### src/rtl/rv_dp_pkg.sv
// Shared datapath package: XLEN, handshake bundle,
// and a clog2 helper that never returns less than 1.
package rv_dp_pkg;

  localparam int XLEN = 32;

  typedef struct packed {
    logic valid;
    logic ready;
  } hs_t;

  function automatic int clog2_min1(input int n);
    int r;
    r = 0;
    for (int i = 0; i < 31; i++) begin
      if ((1 << i) < n) r = i + 1;
    end
    return (r < 1) ? 1 : r;
  endfunction

endpackage

### src/rtl/mux_skid_buf.sv
// Two-entry output/skid register pair with valid/ready.
// in_ready comes straight from the skid flag, never from out_ready.
module mux_skid_buf #(
  parameter int WIDTH = 32
) (
  input  logic             clk,
  input  logic             rst_n,
  input  logic [WIDTH-1:0] in_data,
  input  logic             in_valid,
  output logic             in_ready,
  output logic [WIDTH-1:0] out_data,
  output logic             out_valid,
  input  logic             out_ready
);

  logic [WIDTH-1:0] skid_data;
  logic             skid_valid;
  logic             accept;
  logic             load;

  assign in_ready = ~skid_valid;
  assign accept   = in_valid & in_ready;
  assign load     = ~out_valid | out_ready;

  // Output register: skid word first, else the new word.
  always_ff @(posedge clk or negedge rst_n) begin
    if (!rst_n) begin
      out_valid <= 1'b0;
      out_data  <= '0;
    end else if (load) begin
      if (skid_valid) begin
        out_valid <= 1'b1;
        out_data  <= skid_data;
      end else if (accept) begin
        out_valid <= 1'b1;
        out_data  <= in_data;
      end else begin
        out_valid <= 1'b0;
      end
    end
  end

  // Skid entry: catches an accept while the output stalls.
  always_ff @(posedge clk or negedge rst_n) begin
    if (!rst_n) begin
      skid_valid <= 1'b0;
      skid_data  <= '0;
    end else if (load) begin
      skid_valid <= 1'b0;
    end else if (accept) begin
      skid_valid <= 1'b1;
      skid_data  <= in_data;
    end
  end

endmodule

### src/rtl/mux_n_reg_stage.sv
// N:1 registered operand select with valid/ready,
// skid buffering and a sticky out-of-range flag.
module mux_n_reg_stage
  import rv_dp_pkg::*;
#(
  parameter  int WIDTH  = XLEN,
  parameter  int NUM_IN = 2,
  localparam int SEL_W  = clog2_min1(NUM_IN)
) (
  input  logic                    clk,
  input  logic                    rst_n,
  input  logic [NUM_IN*WIDTH-1:0] data_in,
  input  logic [SEL_W-1:0]        sel,
  input  logic                    in_valid,
  output logic                    in_ready,
  output logic [WIDTH-1:0]        out_data,
  output logic                    out_valid,
  input  logic                    out_ready,
  output logic                    sel_err,
  input  logic                    clear_err
);

  hs_t              in_hs;
  logic             accept;
  logic [WIDTH-1:0] sel_word;
  logic             sel_ok;

  assign in_hs  = '{valid: in_valid, ready: in_ready};
  assign accept = in_hs.valid & in_hs.ready;

  // Binary-indexed select; an unmatched index yields zero.
  always_comb begin
    sel_word = '0;
    sel_ok   = 1'b0;
    for (int k = 0; k < NUM_IN; k++) begin
      if (sel == SEL_W'(k)) begin
        sel_word = data_in[k*WIDTH +: WIDTH];
        sel_ok   = 1'b1;
      end
    end
  end

  // Sticky error: a bad accept beats a same-cycle clear.
  always_ff @(posedge clk or negedge rst_n) begin
    if (!rst_n) begin
      sel_err <= 1'b0;
    end else if (accept && !sel_ok) begin
      sel_err <= 1'b1;
    end else if (clear_err) begin
      sel_err <= 1'b0;
    end
  end

  mux_skid_buf #(
    .WIDTH(WIDTH)
  ) u_skid (
    .clk      (clk),
    .rst_n    (rst_n),
    .in_data  (sel_word),
    .in_valid (in_valid),
    .in_ready (in_ready),
    .out_data (out_data),
    .out_valid(out_valid),
    .out_ready(out_ready)
  );

endmodule

### config.mk
export PLATFORM = sky130hd
export DESIGN_NAME = mux_n_reg_stage
export DESIGN_NICKNAME = d
export VERILOG_FILES = /design/src/rtl/rv_dp_pkg.sv /design/src/rtl/mux_skid_buf.sv /design/src/rtl/mux_n_reg_stage.sv
export SDC_FILE = /design/constraint.sdc
export NUM_CORES = 1
export LEC_CHECK = 0
export BUFFER_PORTS_ARGS = -buffer_cell sky130_fd_sc_hd__buf_2
export CAP_MARGIN = 40
export CORE_UTILIZATION = 55
export CTS_CLUSTER_DIAMETER = 200
export DETAILED_ROUTE_END_ITERATION = 8
export PLACE_DENSITY = 0.88
export SLEW_MARGIN = 20
export SYNTH_ARGS = -nofsm -noshare
export SYNTH_HDL_FRONTEND = slang
export SYNTH_SLANG_ARGS = --single-unit
export TNS_END_PERCENT = 20
### constraint.sdc
create_clock -name clk -period 3.2 [get_ports clk]
set_clock_uncertainty 0.1 [all_clocks]
set_input_delay 0.16 -clock clk [delete_from_list [all_inputs] [get_ports clk]]
set_output_delay 0.16 -clock clk [all_outputs]
set_load 0.01 [all_outputs]
==> out/metrics.yaml, run 1 <==
outcome: "finished, final reports clean"
synth_area_leader_cell: "dfrtp_1"
synth_adder_area_share_pct: 0
netlist_instances: 271
syn_nets: 341
rsz0062_at_grt: "false"
antenna_found_initial: 0
grt_pass1_wl_mm: 11.7
grt_use_total_pct: 24.7
fin_setup_tns_ps: 0
grt_start_max_net_pins: 44
crit_path_start: "u_skid.skid_valid"
crit_path_end: "u_skid.skid_data[24]"
gp_congestion: 0.727
wire_per_inst_um: 16.4
slew_violations: 0
wl_mm: 7.25
final_common_cell: "buf_2"
core_sq_um: 5640
hold_path_class: "in2reg"
r2r_cells: 4
hp-start: "data_in[22]"
cts_tree: "done"
critical_path_class: "reg2reg"
clk_path_buf_depth: 2
cts.sinks: 66
cp-end-kind: "flop"
grt-ovfl-total: 0
vias: 2558
antenna_left: 0
cp-start-kind: "flop"
slew_headroom_pct: 44.8
tightest_slew_ps: 828
insertion_delay_ps: 340
ff2ff_setup_slack_ps: 960
die_w_um: 79.3
fp.dieH_um: 79.3
drive_gt1_share_pct: 44.5
setup_violations: 0
r2r-start: "u_skid.skid_valid"
min_path_cells: 3
synth_compound_area_share_pct: 14.4
worstReg2RegEnd: "u_skid.skid_data[24]"
nets: 437
port_buffers: 102
ir_drop_uv: 371
cellPowerDensity_nw_per_um2: 605
fin_crit_ps: 2240
num_antenna_cells: 0
fp-row-count: 27
h-tree-depth: 3
clockRootBuffer: "clkbuf_8"
synthMuxAreaShare_pct: 24.2
cp_data_required_time_ps: 3360
synth_top_family_by_area: "multiplexers"
grt_pass1_vias: 2588
numCtsBuffers: 9
yosys.area_share.xor_xnor_pct: 0
cap_violations: 0
post_cts_resized: 0
nFillCells: 413
clk_pin_slew_worst_paths_ps: 70
cp_max_fo: 26
die_area_sq_um: 6290
final_cell_mix: "buf_2 (102), dfrtp_1 (66), mux2i_1 (32), mux2_2 (25)"
synthesis.area_sq_um: 3290
placedCellCount: 426
synth_seq_area_share_pct: 50.2
routed_via_density: 5.77
hpwl_mm: 4.70
first_pass_iters: 5
ys_ff_latch: 66
yosys.cell_types.count: 24
drt_iter0_drc: 125
ys_warn_count: 0
areaGrowthSynthToFinish_pct: 21.0
yosys.area.top_type_share_pct: 50.2
yosys.area_share.simple_pct: 5.29
drc: 0
worstPathArrival_ps: 2400
avgSynthCellArea_sq_um: 12.1
synthTopCellsByArea: "dfrtp_1 (50%), mux2i_1 (9.7%), mux2_2 (8.6%)"
report.power.total_mw: 2.41
fmax_mhz: 447
cellLeakagePower_nw: 2.01
io_pins: 105
finalCritPeriodShare_pct: 69.9
fin_cells: 443
start_util_pct: 58.3
final-hold-violation-count: 0
-- state kept, by name, indices dropped and copies added, names as in the netlist --
name / cells
u_skid.skid_valid: 1
u_skid.out_valid: 1
u_skid.out_data: 32
u_skid.skid_data: 32
-- report_power, final --
| part | internal, mW | total, mW | switching, mW | leakage [nW] |
|---|---|---|---|---|
| Sequential | 1.02 | 1.13 | 0.103 | 0.782 |
| Combinational | 0.294 | 0.570 | 0.276 | 1.12 |
| Clock | 0.419 | 0.713 | 0.294 | 0.106 |
-- area by class of cell --
| type | instances | area (sq um) | share of cell area (%) |
|---|---|---|---|
| Clock buffer | 13 | 169 | 4.25 |
| Multi-Input combinational cell | 180 | 1450 | 36.5 |
| Timing Repair Buffer | 109 | 578 | 14.5 |
| Inverter | 1 | 3.75 | 0.0943 |
| Clock inverter | 2 | 35.0 | 0.881 |
| Tap cell | 72 | 90.1 | 2.26 |
| Sequential cell | 66 | 1650 | 41.5 |
-- per-stage QoR --
step                      worst slack, ps  util [%]  hold WS [ps]  area (sq um)
after floorplan                      1700         -          -236          3290
after global placement               1030      66.4          69.4          3740
after detailed placement              981      66.4          84.9          3740
after CTS                             970      70.2          42.2          3960
after global routing                  822      70.5          52.0          3980
final                                 962      70.5          47.0          3980
-- cells by family after synthesis --
logic type | after synthesis
buffers and inverters | 25
DFF | 66
muxes | 70
other | 1
and+or+nand+nor | 32
AOI/OAI and AO/OA | 77
-- worst max-delay path: stages, from the launching register on --
cell	delay (ps)
dfrtp_1	550
and4bb_2	940
buf_4	370
nor2_1	70
a21oi_1	120
-- worst min-delay path by stage --
stage and endpoint:
2_1_floorplan u_skid.out_data[0], 3_3_place_gp u_skid.out_data[22], 3_5_place_dp u_skid.out_data[22], 4_1_cts u_skid.skid_data[20]
6_report u_skid.skid_data[22], 5_1_grt u_skid.skid_data[28]
-- per-layer routing --
| metal | part of all wire, % | vias up | global-route usage, % |
|---|---|---|---|
| met4 | 2.5 | 0 | 13.3 |
| met1 | 42 | 1288 | 30.0 |
| met2 | 51 | 90 | 41.6 |
| met3 | 4.8 | 13 | 4.37 |
| li1 | - | 1167 | - |
| met5 | 0 | - | 0 |
-- cell usage after synthesis --
| master | n |
|---|---|
| clkbuf_1 | 8 |
| buf_2 | 5 |
| a2111oi_2 | 1 |
| a21oi_1 | 13 |
| a2111oi_0 | 11 |
| inv_2 | 1 |
| mux2_2 | 25 |
| buf_4 | 1 |
| a21o_1 | 13 |
| and4bb_1 | 1 |
| dfrtp_1 | 66 |
| o21ai_0 | 19 |
| buf_6 | 9 |
| nor2_2 | 1 |
| o21ai_1 | 19 |
| a2111oi_1 | 1 |
| nor2_1 | 13 |
| buf_12 | 1 |
| mux2_4 | 13 |
| nor2b_1 | 15 |
| or2_1 | 1 |
| nand2b_1 | 1 |
| conb_1 | 1 |
| mux2i_1 | 32 |
-- what timing repair did --
action	4_1_cts	5_1_grt
hold buffers	1	0
endpoints found under the setup margin	0	0
buffers inserted	0	0
hold endpoints to repair	23	0
Note: power is estimated with default switching activity, not from simulation.
==> inputs of run 2 (changes only) <==
--- a/config.mk
+++ b/config.mk
@@ -7,10 +7,10 @@
 export LEC_CHECK = 0
 export BUFFER_PORTS_ARGS = -buffer_cell sky130_fd_sc_hd__buf_2
 export CAP_MARGIN = 40
-export CORE_UTILIZATION = 55
+export CORE_UTILIZATION = 46
 export CTS_CLUSTER_DIAMETER = 200
 export DETAILED_ROUTE_END_ITERATION = 8
-export PLACE_DENSITY = 0.88
+export PLACE_DENSITY = 0.79
 export SLEW_MARGIN = 20
 export SYNTH_ARGS = -nofsm -noshare
 export SYNTH_HDL_FRONTEND = slang
==> constraint.sdc (replaced) <==
create_clock -name clk -period 1.8 [get_ports clk]
set_clock_uncertainty 0.1 [all_clocks]
set_input_delay 0.09 -clock clk [delete_from_list [all_inputs] [get_ports clk]]
set_output_delay 0.09 -clock clk [all_outputs]
set_load 0.01 [all_outputs]
==> out/metrics.yaml, run 2 (synthesized netlist as in run 1, its figures left out) <==
cp-start-kind: "flop"
critical_path.top_delay_family: "compound AO/OA/AOI/OAI gates"
gp_congestion: 0.767  # +5.6%
final-hold-violation-count: 0  # unchanged
tightest_slew_ps: 612  # -215 ps
cellLeakagePower_nw: 2.05  # +2.3%
placed_area_sq_um: 3850  # +2.9%
die_area_sq_um: 7490  # +19%
antenna_found_initial: 0  # unchanged
num_antenna_cells: 0  # unchanged
drt_iter0_drc: 184  # +47%
placedCellCount: 457  # +7.3%
cp_cell_sequence: "buf_4 > nor2b_1 > a2111oi_0 > a21o_1"
clockRootBuffer: "clkbuf_8"
h-tree-depth: 3  # unchanged
cp_max_fo: 10  # -62%
fmax_mhz: 595  # +33%
core_sq_um: 6830  # +21%
numCtsBuffers: 9  # unchanged
insertion_delay_ps: 330  # about the same
setup_violations: 0  # unchanged
wl_mm: 7.43  # +2.5%
slowest_stage: "a2111oi_0"
wire_per_inst_um: 15.4  # -5.8%
cp_data_required_time_ps: 1980  # -1380 ps
critPathBufInv: 1  # unchanged
grt_start_max_net_pins: 67  # +52%
fin_cells: 482  # +8.8%
cap_violations: 0  # unchanged
slew_violations: 0  # unchanged
worstPathArrival_ps: 1860  # -540 ps
largest_registers: "u_skid.out_data: 32 flops, u_skid.skid_data: 32 flops"
cpPeakStageDelay_ps: 580  # -360 ps
hpwl_mm: 4.93  # +4.9%
drive_gt1_share_pct: 44.0  # -0.43 points
first_pass_iters: 4  # -1
fin_setup_tns_ps: 0  # unchanged
cts_tree: "done"
rsz0062_at_grt: "false"
io_pins: 105  # unchanged
final_common_cell: "buf_2"
clk_path_buf_depth: 2  # unchanged
drc: 0  # unchanged
final_cell_mix: "buf_2 (102), dfrtp_1 (66), mux2i_1 (32), mux2_2 (25)"
fp.dieH_um: 86.5  # +9.1%
start_util_pct: 48.1  # -10 points
nets: 452  # +3.4%
hold_path_class: "in2reg"
port_buffers: 102  # unchanged
antenna_left: 0  # unchanged
fin_crit_ps: 1680  # -557 ps
grt-ovfl-total: 0  # unchanged
cp-end-kind: "flop"
critical_path_class: "reg2reg"
routed_via_density: 5.18  # -10%
fp-row-count: 30  # +11%
finalCritPeriodShare_pct: 93.4  # +23 points
areaGrowthSynthToFinish_pct: 24.8
ir_drop_uv: 558  # +50%
vias: 2495  # -2.5%
cellPowerDensity_nw_per_um2: 991  # +64%
report.power.total_mw: 4.07  # +69%
grt_pass1_wl_mm: 12.3  # +4.8%
die_w_um: 86.5  # +9.1%
clk_pin_slew_worst_paths_ps: 70  # about the same
slew_headroom_pct: 58.1  # +13 points
hold_slack_ps: 3.61  # -43.4 ps
outcome: "finished, final reports clean"
grt_use_total_pct: 21.7  # -2.9 points
stdcell_area_sq_um: 4100  # +3.1%
grt_pass1_vias: 2457  # -5.1%
cts.sinks: 66  # unchanged
-- run 2: cell count changes in the layout (fill, tap and decap cells not counted) --
cell           before  now
buf_4               5   10
clkinv_2            1    4
dlygate4sd3_1       1   10
clkbuf_1            1    2
buf_12              1    2
clkbuf_8           12    9
bufinv_16           1    0
-- run 2: cell type report --
| type | count | area [sq um] |
|---|---|---|
| clock buffer | 11 | 131 |
| timing repair buffer | 124 | 726 |
| fill | 593 | 2730 |
| clock inverter | 4 | 20.0 |
| inverter | 1 | 3.75 |
| sequential | 66 | 1650 |
| multi-input combinational | 180 | 1450 |
| tap | 96 | 120 |
-- run 2: worst paths after layout --
check                                     from                    to  slack, ps  cells after the start
max                          u_skid.skid_valid   u_skid.out_data[26]        120                      4
min                                data_in[59]  u_skid.skid_data[27]          4                      3
max reg2reg                  u_skid.skid_valid   u_skid.out_data[26]        120                      4
min reg2reg                u_skid.out_data[28]   u_skid.out_data[28]        380                      1
max in group asynchronous                rst_n  u_skid.skid_data[16]       1110                      3
min in group asynchronous                rst_n   u_skid.out_data[26]        210                      3
-- run 2: routing by layer --
layer	GRT usage, %	vias to the layer above	part of all wire (%)	routed length [um]
met4	7.12	0	1.4	102
met3	5.43	10	4.7	353
met2	35.5	75	50	3750
met5	0	-	0	0
met1	28.5	1212	43	3230
li1	-	1198	-	-
-- run 2: power by group --
part           total (mW)  internal [mW]  leakage (nW)  switching, mW
sequential           2.00           1.82         0.782          0.183
combinational        1.06          0.553          1.19          0.503
clock                1.01          0.483        0.0827          0.526
total                4.07           2.85          2.05           1.21
-- run 2: what timing repair did --
| action | 4_1_cts | 5_1_grt |
|---|---|---|
| buffers inserted | 0 | 0 |
| resized for setup | 0 | 0 |
| hold buffers | 10 | 0 |
| endpoints found under the hold margin | 71 | 0 |
-- run 2: worst reg2reg max path, stage by stage (launching register included) --
cell and delay [ps]:
dfrtp_1 460, buf_4 210, nor2b_1 140, a2111oi_0 580, a21o_1 140
-- run 2: through the flow --
stage	setup WS [ps]	util, %
finish	119	60.1
global placement	205	56.4
detailed placement	138	56.4
global route	3.48	60.1
CTS	109	60.1
floorplan	299	-
==> inputs of run 3 (changes only) <==
--- a/config.mk
+++ b/config.mk
@@ -11,6 +11,7 @@
 export CTS_CLUSTER_DIAMETER = 200
 export DETAILED_ROUTE_END_ITERATION = 8
 export PLACE_DENSITY = 0.79
+export RECOVER_POWER = 100
 export SLEW_MARGIN = 20
 export SYNTH_ARGS = -nofsm -noshare
 export SYNTH_HDL_FRONTEND = slang
==> out/metrics.yaml, run 3 (synthesized netlist as in run 1, its figures left out) <==
cp_data_required_time_ps: 1980  # about the same
gp_congestion: 0.767  # unchanged
tightest_slew_ps: 876  # +263 ps
slew_violations: 0  # unchanged
vias: 2505  # +0.40%
nFillCells: 634  # +6.9%
wire_per_inst_um: 15.4  # -0.35%
grt_busiest_layer: "met2"
areaGrowthSynthToFinish_pct: 21.7
critPathBufInv: 1  # unchanged
worstPathArrival_ps: 1870  # about the same
cts_tree: "done"
clk_path_buf_depth: 2  # unchanged
antenna_found_initial: 0  # unchanged
rsz0062_at_grt: "false"
nets: 452  # unchanged
hpwl_mm: 4.93  # unchanged
final-hold-violation-count: 0  # unchanged
num_antenna_cells: 0  # unchanged
numCtsBuffers: 9  # unchanged
cp-start-kind: "flop"
grt_start_max_net_pins: 67  # unchanged
final_common_cell: "buf_2"
fmax_mhz: 593  # -0.35%
cp_cell_sequence: "nor2_2 > buf_4 > a2111oi_0 > a21o_1"
cellLeakagePower_nw: 1.91  # -7.1%
setup_violations: 0  # unchanged
post-route-util_pct: 58.6  # -1.5 points
insertion_delay_ps: 330  # about the same
drt_iter0_drc: 146  # -21%
fin_crit_ps: 1690  # +5.84 ps
placedCellCount: 457  # unchanged
wl_mm: 7.41  # -0.35%
fp.dieH_um: 86.5  # unchanged
grt_use_total_pct: 21.7  # unchanged
clk_pin_slew_worst_paths_ps: 70  # about the same
cellPowerDensity_nw_per_um2: 987  # -0.33%
cap_violations: 0  # unchanged
final_cell_mix: "buf_2 (68), dfrtp_1 (66), clkbuf_1 (36), o21ai_0 (33), mux2i_1 (32)"
finalCritPeriodShare_pct: 93.7  # +0.32 points
die_area_sq_um: 7490  # unchanged
cp-end-kind: "flop"
fin_cells: 482  # unchanged
ir_drop_uv: 554  # -0.73%
grt_use_met1_pct: 28.5  # unchanged
die_w_um: 86.5  # unchanged
grt_util_met3_pct: 5.43  # unchanged
first_pass_iters: 4  # unchanged
use_met2_pct: 35.5  # unchanged
h-tree-depth: 3  # unchanged
routed_via_density: 5.20  # +0.40%
cp_max_fo: 34  # +24
grt-ovfl-total: 0  # unchanged
critical_path.top_delay_family: "compound AO/OA/AOI/OAI gates"
cts.sinks: 66  # unchanged
drive_gt1_share_pct: 31.9  # -12 points
grt_pass1_vias: 2457  # unchanged
cpPeakStageDelay_ps: 600  # +20 ps
fin_setup_tns_ps: 0  # unchanged
holdBufCountCts: 10  # unchanged
grt_pass1_wl_mm: 12.3  # unchanged
slew_headroom_pct: 41.6  # -16 points
hold_path_class: "in2reg"
antenna_left: 0  # unchanged
core_sq_um: 6830  # unchanged
post_cts_resized: 0  # unchanged
fp-row-count: 30  # unchanged
outcome: "finished, final reports clean"
seq_area_sq_um: 1650  # unchanged
slowest_stage: "a2111oi_0"
io_pins: 105  # unchanged
port_buffers: 102  # unchanged
multi_input_area_sq_um: 1410  # -3.1%
start_util_pct: 48.1  # unchanged
largest_registers: "u_skid.out_data: 32 flops, u_skid.skid_data: 32 flops"
cts_setup_buffers: 0  # unchanged
clockRootBuffer: "clkbuf_8"
critical_path_class: "reg2reg"
drc: 0  # unchanged
## run 3: cell count changes in the layout (fill, tap and decap cells not counted), sizes merged
cell	delta
buf	-36
clkbuf	+36
## run 3: layout make-up
| class | count | area share (%) |
|---|---|---|
| Tap cell | 96 | 3.00 |
| Clock buffer | 11 | 3.28 |
| Sequential cell | 66 | 41.3 |
| Clock inverter | 4 | 0.500 |
| Multi-Input combinational cell | 180 | 35.1 |
| Inverter | 1 | 0.0938 |
| Timing Repair Buffer | 124 | 16.7 |
## run 3: tightest hold or removal path, delay by kind of cell
family,cells,cell delay [ps]
compound gates,1,150
buf+inv,1,80
mux,1,80
## run 3: layer usage
metal  part of all wire [%]  up-vias
met5                      0        -
met4                    1.2        0
li1                       -     1201
met1                     44     1227
met2                     50       69
met3                    4.2        8
## run 3: stage by stage
stage / hold slack, ps / worst slack [ps] / area (sq um) / power (mW)
5_1_grt: 13.7 / 3.39 / 4000 / 4.20
3_3_place_gp: 30.0 / 205 / 3850 / 3.01
3_5_place_dp: 35.2 / 138 / 3850 / 3.07
2_1_floorplan: -306 / 299 / 3290 / 2.66
6_report: 0.252 / 113 / 4000 / 3.95
4_1_cts: 2.62 / 109 / 4100 / 4.10
## run 3: worst paths after layout
check | start | end | slack [ps] | cells after the start
min | data_in[59] | u_skid.skid_data[27] | 0.3 | 3
max in group asynchronous | rst_n | u_skid.skid_data[16] | 610 | 3
max reg2reg | u_skid.skid_valid | u_skid.out_data[26] | 110 | 4
max | u_skid.skid_valid | u_skid.out_data[26] | 110 | 4
min in group asynchronous | rst_n | u_skid.out_data[26] | 420 | 3
min reg2reg | u_skid.out_data[27] | u_skid.out_data[27] | 380 | 1
## run 3: report_power, final
part | internal [mW] | total, mW | switching (mW) | leakage (nW)
combinational | 0.444 | 0.935 | 0.491 | 1.04
sequential | 1.82 | 2.00 | 0.185 | 0.782
clock | 0.483 | 1.01 | 0.530 | 0.0827
